==> config.mk <==
export PLATFORM = sky130hd
export DESIGN_NAME = xfer_ctrl
export DESIGN_NICKNAME = d
export VERILOG_FILES = /design/src/rtl/xfer_ctrl.sv
export SDC_FILE = /design/constraint.sdc
export NUM_CORES = 1
export LEC_CHECK = 0
export CAP_MARGIN = 20
export CORE_AREA = 3 3 60 48
export DETAILED_ROUTE_END_ITERATION = 10
export DIE_AREA = 0 0 63 51
export GPL_ROUTABILITY_DRIVEN = 0
export HOLD_SLACK_MARGIN = 0.05
export PLACE_DENSITY = 0.65
export SYNTH_ARGS = -nofsm -noshare
export SYNTH_HDL_FRONTEND = slang
export SYNTH_SLANG_ARGS = --single-unit
==> constraint.sdc <==
create_clock -name clk -period 3.2 [get_ports clk]
set_input_delay 0.64 -clock clk [delete_from_list [all_inputs] [get_ports clk]]
set_output_delay 0.64 -clock clk [all_outputs]
set_load 0.02 [all_outputs]
==> src/rtl/xfer_ctrl.sv <==
// xfer_ctrl: Moore transfer FSM with retry/interrupt cool-down; optional ack responder (XFER_ACK_EN).
module xfer_ctrl (
  input  logic       clk,
  input  logic       rst,
  input  logic       go,
  input  logic [3:0] len,
  input  logic       abort,
  input  logic       fault,
  input  logic       rt,
  input  logic       irq,
  input  logic       req,
  output logic       rdy,
  output logic       start,
  output logic       endd,
  output logic       stop,
  output logic       er,
  output logic       status_valid,
  output logic       enable,
  output logic       ack,
  output logic [3:0] beat_cnt
);
  localparam logic [2:0] S_IDLE = 3'd0, S_ARMED = 3'd1, S_RUN = 3'd2, S_TERM = 3'd3, S_COOL = 3'd4;
  localparam logic [1:0] K_END = 2'd0, K_STOP = 2'd1, K_ER = 2'd2;
  logic [2:0] r_state, w_next;
  logic [1:0] r_kind, w_kind;
  logic [3:0] r_beat;
  logic       r_first, r_cool, r_sv;
  logic       w_int;
  assign w_int = rt | irq;
  always_comb begin
    w_next = r_state;
    w_kind = r_kind;
    case (r_state)
      S_IDLE:  w_next = w_int ? S_COOL : S_ARMED;
      S_ARMED: w_next = w_int ? S_COOL : go ? S_RUN : S_ARMED;
      S_RUN: begin
        if (w_int) w_next = S_COOL;
        else if (abort) begin w_next = S_TERM; w_kind = K_STOP; end
        else if (fault) begin w_next = S_TERM; w_kind = K_ER; end
        else if (r_beat == 4'd1) begin w_next = S_TERM; w_kind = K_END; end
      end
      S_TERM:  w_next = S_COOL;
      S_COOL:  w_next = (!w_int && r_cool) ? S_ARMED : S_COOL;
      default: w_next = S_IDLE;
    endcase
  end
  // r_cool marks the second COOL cycle; any rt/irq in COOL rewinds it
  always_ff @(posedge clk or posedge rst) begin
    if (rst) begin
      r_state <= S_IDLE;
      r_kind  <= K_END;
      r_beat  <= 4'd0;
      r_first <= 1'b0;
      r_cool  <= 1'b0;
      r_sv    <= 1'b0;
    end else begin
      r_state <= w_next;
      r_kind  <= w_kind;
      r_first <= (r_state == S_ARMED) && (w_next == S_RUN);
      r_cool  <= (r_state == S_COOL) && !w_int && !r_cool;
      r_sv    <= (r_state == S_TERM) && (r_kind == K_END);
      if ((r_state == S_ARMED) && (w_next == S_RUN)) r_beat <= (len == 4'd0) ? 4'd1 : len;
      else if ((r_state == S_RUN) && (r_beat != 4'd0)) r_beat <= r_beat - 4'd1;
    end
  end
  assign rdy          = (r_state == S_ARMED) || (r_state == S_RUN) || (r_state == S_TERM);
  assign enable       = (r_state == S_RUN);
  assign start        = (r_state == S_RUN) && r_first;
  assign endd         = (r_state == S_TERM) && (r_kind == K_END);
  assign stop         = (r_state == S_TERM) && (r_kind == K_STOP);
  assign er           = (r_state == S_TERM) && (r_kind == K_ER);
  assign status_valid = r_sv;
  assign beat_cnt     = r_beat;
`ifdef XFER_ACK_EN
  logic [1:0] r_ack_cnt;
  always_ff @(posedge clk or posedge rst) begin
    if (rst) r_ack_cnt <= 2'd0;
    else if (r_ack_cnt != 2'd0) r_ack_cnt <= r_ack_cnt - 2'd1;
    else if (req) r_ack_cnt <= 2'd3;
  end
  assign ack = (r_ack_cnt != 2'd0);
`else
  logic w_unused;
  assign w_unused = req;
  assign ack      = 1'b0;
`endif
endmodule

==> reports/metrics.csv <==
metric;value;unit
fin area;963;sq um
core area;0.00231;sq mm
hold buffers post-CTS;0;
height of the chip;51;um
hold path endpoint;status_valid;
syn_area_per_cell;10.4;sq um
CTS root buf;clkbuf_4;
Sequential Power Share;0.490;
Design Power;0.349;mW
die area;0.00321;sq mm
Net Sw Power;0.0915;mW
grt ovf;0;
vias per std cell;4.65;
#FFs+latches synth;12;
1st-iter DRT viols;21;
fin crit period;2.60;ns
ANT nets after route;0;
Fmax achieved;384;MHz
Buf/Inv on CP;1;
Num CTS Buffers;3;
share of cells above drive strength 1;0.157;
initial antenna violation count;0;
Max-cap violations;0;
Worst path max stage delay;0.69;ns
status;finished, final reports clean;
Routed WL;1550;um
RSZ-0062 raised after global routing;false;
H-tree levels;1;
most frequent cells in the layout;clkdlybuf4s50_1 (21), dfrtp_1 (12), nand2_1 (5), inv_1 (5);
Nets;104;
CP endpoint kind;output pin;
critical path arrival;1.96;ns
setup violators final;0;
routed vias;572;
Setup Total Neg Slack;0;ns
crit path max fanout;8;
Reg2Reg Depth;4;
clock net sink count;12;
commonest non-fill, non-tap cell in the layout;clkdlybuf4s50_1;
Switching Share;0.262;
worst min path class;reg -> reg;
Routed WL per cell;12.6;um
synthesized cell area;687;sq um
Internal Power;0.257;mW
dpl hpwl;1220;um
Post-CTS Resized;0;
hold_sp;r_kind[1];
Ant. Diodes;0;
Reg-to-Reg End;beat_cnt[3];
synth warn;0;
worst path cell trace;nand2_1 > nor4_1 > clkdlybuf4s50_1;
Mapped Nets;80;
clock skew;0.00615;ns
CP required;2.56;ns
Clock Power Share;0.351;
Clock transition at path regs;0.08;ns
combinational fraction of design power;0.159;
largest net degree at the start of global routing;13;
Cells after Synth;66;
Hold Path Cell Cnt;1;
starting density of the core;0.298;
Max IR drop VDD;0.0000993;V
Worst Setup Start Kind;register;
Yosys cell types;30;
Area after DPL;927;sq um
# IOs;24;
worst r2r src;r_state[2];
Max Transition Viols Final;0;
Remaining DRCs;0;
row count;15;
vias in the first global route;591;
PortBufs;21;
Total GRT Usage;0.103;
setup bufs post-CTS;0;
chip width;63;um
first-pass GRT wire length;2590;um
static leakage;0.380;nW
TritonRoute pass-1 iters;4;
R2R Setup Slk;1.47;ns
area grow syn2layout;40.3;%
worst skew pair latency;0.28;ns
TritonCTS clock tree;yes;
endpoints failing hold;0;
period utilization;0.814;
critical path class;reg -> out;
Seq/Total Area, Yosys;0.437;
PwrDens;362;mW/mm^2
slowest cell on the critical path;clkdlybuf4s50_1;
clk buf depth;2;
CP delay by family, top;buffers and inverters;
-- Yosys cell counts (all sizes together) --
cell type  count  area share
nor3           4       0.029
nor4b          2       0.026
and3b          1       0.015
nand2b         1      0.0091
and2           1       0.011
nor3b          1       0.027
dfrtp         12        0.44
a21o           1       0.011
xnor2          2       0.026
nor2b          1      0.0091
mux2           4       0.066
a32oi          1       0.013
nor4           3       0.049
nor2           4       0.022
conb           1      0.0055
buf            2       0.018
a21oi          2       0.015
o21ai          5       0.036
a221o          1       0.015
a21boi         1       0.027
nand3b         1       0.011
o211ai         1       0.011
or2            1      0.0091
nand2          5       0.027
a211o          1       0.013
inv            5       0.027
ha             2       0.036
-- flip-flops by register name, summed over array words and instances (netlist names) --
register / flops
beat_cnt: 4
r_cool: 1
r_first: 1
r_kind: 2
r_state: 3
status_valid: 1
-- cell families after synthesis --
family          share of synthesized area
flops                               0.437
other cells                       0.00546
xor+xnor                           0.0255
mux                                0.0656
compound gates                      0.140
buf+inv                            0.0455
fa+ha+maj                          0.0364
simple gates                        0.244
-- area by class of cell --
| type | instances | area, sq um |
|---|---|---|
| inverters | 5 | 18.8 |
| multi-input cells | 47 | 355 |
| repair buffers | 21 | 210 |
| well taps | 34 | 42.5 |
| fillers | 228 | 1350 |
| flip-flops and latches | 12 | 300 |
| clock buffers | 4 | 36.3 |
-- stage by stage --
step                utilization  setup slack (ns)  std cells  hold slack [ns]
floorplan                     -              1.20         66            0.505
global placement          0.402             0.865        119            0.482
detailed placement        0.402             0.865        119            0.508
CTS                       0.417             0.581        123            0.521
global route              0.417             0.510        123            0.534
finish                    0.417             0.595        123            0.526
-- routing by layer --
layer	global-route usage	vias to the layer above	routed length, um
met5	0	-	0
met4	0.0549	0	19
met3	0.0242	4	55
met2	0.179	12	785
met1	0.120	274	692
li1	-	282	-
-- power groups by stage --
stage               clock network (mW)  registers [mW]  logic, mW
finish                           0.122           0.171     0.0554
global route                     0.132           0.172     0.0616
floorplan                            0           0.173     0.0288
global placement                     0           0.173     0.0553
CTS                              0.128           0.171     0.0561
detailed placement                   0           0.174     0.0558
-- worst max path at each step --
stage                from     endpoint  slack (ns)  cells past startpoint
6_report       r_state[0]         endd        0.60                      3
5_1_grt        r_state[0]         endd        0.51                      3
4_1_cts        r_state[2]         endd        0.58                      2
3_5_place_dp          irq  beat_cnt[1]        0.87                      5
3_3_place_gp          irq  beat_cnt[1]        0.87                      5
2_1_floorplan  r_state[0]         stop        1.20                      2
No activity file was read; power rests on OpenSTA's default activity.
==> patch 1, RTL diff (config.mk and constraints unchanged) <==
Add an input register stage for `irq`; this delays it by one clock. The other inputs are not delayed to match. Comments in the files are not updated.
--- a/src/rtl/xfer_ctrl.sv
+++ b/src/rtl/xfer_ctrl.sv
@@ -23,2 +23,9 @@
   localparam logic [1:0] K_END = 2'd0, K_STOP = 2'd1, K_ER = 2'd2;
+
+  logic irq_q;
+
+  always_ff @(posedge clk) begin
+    irq_q <= irq;
+  end
+
   logic [2:0] r_state, w_next;
@@ -28,3 +35,3 @@
   logic       w_int;
-  assign w_int = rt | irq;
+  assign w_int = rt | irq_q;
   always_comb begin
Behaviour: not the same (a bounded check fails within 4 cycles, from zero or initial values and one cycle with rst high).
==> patch 1 against the unedited design <==
Final area increased by 0.26%; non-clock buffer count stayed put; fmax rose by 2.1%; routed wire length down 11%; total power is essentially flat; hold slack lost 0.021 ns; sequential cell count is 1 higher; worst setup slack improved by 0.054 ns; area after synthesis is 6.6% higher; synthesized cell count increased by 4.5%; highest routed layer unchanged.
==> patch 1: results (changes against the unedited design) <==
| Metric | Value |
|---|---|
| Fin nets | 105 (+0.96%) |
| Initial DRC Count | 28 (+33%) |
| First-pass DRT Iterations | 5 (+1) |
| GR Util met3 | 0.0527 (+0.0286) |
| Status | finished, final reports clean |
| Worst Path Arrival | 1.91 ns (-0.05 ns) |
| Post-synthesis async set-or-reset flop share | 0.923 (-0.0769) |
| Synthesized Nets | 83 (+3.8%) |
| Top cells by area, synth | dfrtp_1 (41%), ha_1 (3.4%), buf_6 (3.1%) |
| Synth Instances | 69 (+4.5%) |
| Met1 Usage GRT | 0.107 (-0.0126) |
| Largest net degree at the start of global routing | 13 (unchanged) |
| Post-Layout Cell Count | 124 (+0.81%) |
| Largest fanout on the critical path | 9 (+1) |
| Peak supply drop | 0.000163 V (+64%) |
| P_leak | 0.411 nW (+8.2%) |
| Dpl cell area | 940 sq um (+1.3%) |
| WL final | 1.38 mm (-11%) |
| Clock skew | 0.00632 ns (+0.000168 ns) |
| Vias in the first global route | 569 (-3.7%) |
| Top post-synthesis cells by count | dfrtp_1 (12), inv_1 (6), nor2_1 (5) |
| First-pass GRT wire length | 2.39 mm (-7.5%) |
| GRT Util Overall | 0.0971 (-0.00640) |
| Met2 Use GR | 0.159 (-0.0193) |
| Register area share after synthesis | 0.438 (+0.000448) |
| Hpwl dp | 1.08 mm (-11%) |
| Slowest cell delay on critical path | 0.64 ns (-0.05 ns) |
| Layout cell share with drive strength beyond 1 | 0.0889 (-0.0684) |
| Vias | 586 (+2.4%) |
| Unique cell type count in the Yosys netlist | 37 (+23%) |
## patch 1: worst max-delay path: cells and delay by family (launching register included)
family | cells | cell delay, ns
flops | 1 | 0.51
simple gates | 2 | 0.48
buf+inv | 1 | 0.64
## patch 1: kinds of logic after synthesis
family                     count (synthesis)  synth area share
buffers and inverters                     10            0.0923
xor gates and xnor gates                   1            0.0120
and+or+nand+nor                           25             0.231
AOI/OAI and AO/OA                         15             0.159
adders and majority gates                  2            0.0342
DFF                                       13             0.438
other                                      1           0.00512
muxes                                      2            0.0291
## patch 1: path summary, 6_finish.rpt
kind | start | to | slack (ns) | cells past startpoint
worst min register to register | r_kind[0] | status_valid | 0.51 | 1
worst max-delay path | r_state[2] | endd | 0.65 | 3
min in group asynchronous | rst | beat_cnt[2] | 0.68 | 2
max in group asynchronous | rst | beat_cnt[1] | 2.19 | 2
worst max register to register | r_state[2] | beat_cnt[1] | 1.58 | 4
worst min-delay path | r_kind[0] | status_valid | 0.51 | 1
## patch 1: layout make-up
type / instances / area (sq um)
clock buffers: 4 / 26.3
well taps: 34 / 42.5
inverters: 6 / 22.5
repair buffers: 21 / 210
flip-flops and latches: 13 / 320
fillers: 226 / 1340
multi-input cells: 46 / 344
## patch 1: metal layers
metal,routed length (um),part of all wire,up-vias
met5,0,0,-
met4,20,0.014,0
met3,96,0.070,2
met2,622,0.45,17
met1,641,0.46,283
li1,-,-,284
## patch 1: report_power, final
group          switching, mW  leakage [nW]  internal (mW)
combinational         0.0311         0.231         0.0352
clock                 0.0503        0.0150         0.0483
sequential            0.0114         0.165          0.172
total                 0.0928         0.411          0.256
## patch 1: through the flow
step | setup WS (ns) | utilization
floorplan | 1.30 | -
global placement | 0.941 | 0.407
detailed placement | 0.939 | 0.407
CTS | 0.624 | 0.418
global route | 0.432 | 0.418
finish | 0.649 | 0.418
==> patch 2, RTL diff (same settings) <==
Made on the original files. The option `XFER_ACK_EN` is turned on by a define.
--- a/src/rtl/xfer_ctrl.sv
+++ b/src/rtl/xfer_ctrl.sv
@@ -1,2 +1,4 @@
 // xfer_ctrl: Moore transfer FSM with retry/interrupt cool-down; optional ack responder (XFER_ACK_EN).
+`define XFER_ACK_EN
+
 module xfer_ctrl (
Behaviour: not the same (a bounded check fails within 4 cycles, from zero or initial values and one cycle with rst high).
==> patch 2 against the unedited design <==
Worst setup slack improved by 0.060 ns; register-to-register slack improved by 0.27 ns; synthesized cell count increased by 26%; routed wire length increased by 6.1%; hold slack got worse by 0.048 ns; highest routed layer unchanged; utilization increased by 5.0 points; via count increased by 16%; sequential cell count increased by 2; sequential share of layout area increased by 1.3 points; final area increased by 12%; area after synthesis increased by 17%.
Power is not compared: it rests on default switching activity, and its combinational part moved more than twofold at a synthesized area within 25%.
==> patch 2: results (changes against the unedited design) <==
| Metric | Value |
|---|---|
| Status | finished, final reports clean |
| Max FFs per register | 4 (unchanged) |
| CTS Buf Count | 3 (unchanged) |
| Worst r2r dst | r_kind[1] |
| GRT Util Overall | 0.114 (+0.0103) |
| WL met1 | 834 um (+21%) |
| Worst hold path class | register to register |
| Sw Ratio | 0.346 |
| First-pass GRT wire length | 2.84 mm (+9.9%) |
| HP Start | r_ack_cnt[0] |
| Layout cell share with drive strength beyond 1 | 0.121 (-0.0358) |
| Filler cell count | 239 (+4.8%) |
| Dpl ws | 0.959 ns (+0.0935 ns) |
| GR Util met3 | 0.0549 (+0.0308) |
| Met3 routed WL | 122 um (+120%) |
| Unique cell type count in the Yosys netlist | 33 (+10%) |
| Met1 Usage GRT | 0.151 (+0.0309) |
| Worst Hold End | r_ack_cnt[0] |
| Vias | 664 (+16%) |
| Vias in the first global route | 633 (+7.1%) |
| Worst-case clock buffer depth | 2 (unchanged) |
| Clock skew | 0.00251 ns (-0.00363 ns) |
| Largest net degree at the start of global routing | 15 (+2) |
| Hpwl dp | 1.34 mm (+9.3%) |
| Antenna violations before repair | 0 (unchanged) |
| Synth area leader | dfrtp_1 |
| IO buf count | 23 (+9.5%) |
| Met2 WL | 681 um (-13%) |
| Worst Path Arrival | 1.90 ns (-0.06 ns) |
| Top cells by area, synth | dfrtp_1 (43%), nor2_1 (5.1%), ha_1 (4.7%) |
| Met2 Use GR | 0.168 (-0.0105) |
| WL final | 1.65 mm (+6.1%) |
| Register area share after synthesis | 0.435 (-0.00238) |
| Initial DRC Count | 25 (+19%) |
| R2R setup slack | 1.74 ns (+0.27 ns) |
| Hold depth | 1 (unchanged) |
| Top post-synthesis cells by count | dfrtp_1 (14), nor2_1 (11), inv_1 (9) |
| Synthesized Nets | 98 (+23%) |
| Fin nets | 124 (+19%) |
| Peak supply drop | 0.000178 V |
-- patch 2: worst max path at each step --
stage / start / to / slack, ns
after floorplan: r_state[0] / stop / 1.27
after global placement: r_state[2] / start / 1.01
after detailed placement: r_state[0] / stop / 0.96
after CTS: r_state[0] / stop / 0.64
after global routing: r_state[0] / stop / 0.50
final: r_state[0] / stop / 0.66
-- patch 2: layout make-up --
class	count	area [sq um]	share of cell area
clock buffers	3	22.5	0.0209
inverters	9	33.8	0.0313
flip-flops and latches	14	350	0.325
multi-input cells	58	399	0.370
well taps	34	42.5	0.0394
repair buffers	23	230	0.213
-- patch 2: cells by family after synthesis --
| kind of cell | Yosys count | synth area share |
|---|---|---|
| AOI/OAI and AO/OA | 19 | 0.172 |
| adders and majority gates | 3 | 0.0466 |
| and+or+nand+nor | 35 | 0.266 |
| DFF | 14 | 0.435 |
| buffers and inverters | 11 | 0.0699 |
| xor gates and xnor gates | 1 | 0.0109 |
-- patch 2: power groups by stage --
| stage | sequential [mW] | clock (mW) | combinational, mW |
|---|---|---|---|
| final | 0.245 | 0.0971 | 0.170 |
| after global routing | 0.251 | 0.110 | 0.191 |
| after CTS | 0.245 | 0.102 | 0.175 |
| after floorplan | 0.247 | 0 | 0.106 |
| after global placement | 0.246 | 0 | 0.168 |
| after detailed placement | 0.248 | 0 | 0.174 |
-- patch 2: metrics by stage --
stage | area, sq um | hold slack [ns] | instances
after floorplan | 806 | 0.440 | 83
after global placement | 1060 | 0.457 | 138
after detailed placement | 1060 | 0.477 | 138
after CTS | 1080 | 0.487 | 141
after global routing | 1080 | 0.507 | 141
final | 1080 | 0.478 | 141
-- patch 2: worst max-delay path, cell delays in order, from the launching register on --
cell	delay, ns
dfrtp_1	0.50
nand2_1	0.13
nor4b_1	0.33
clkdlybuf4s50_1	0.67
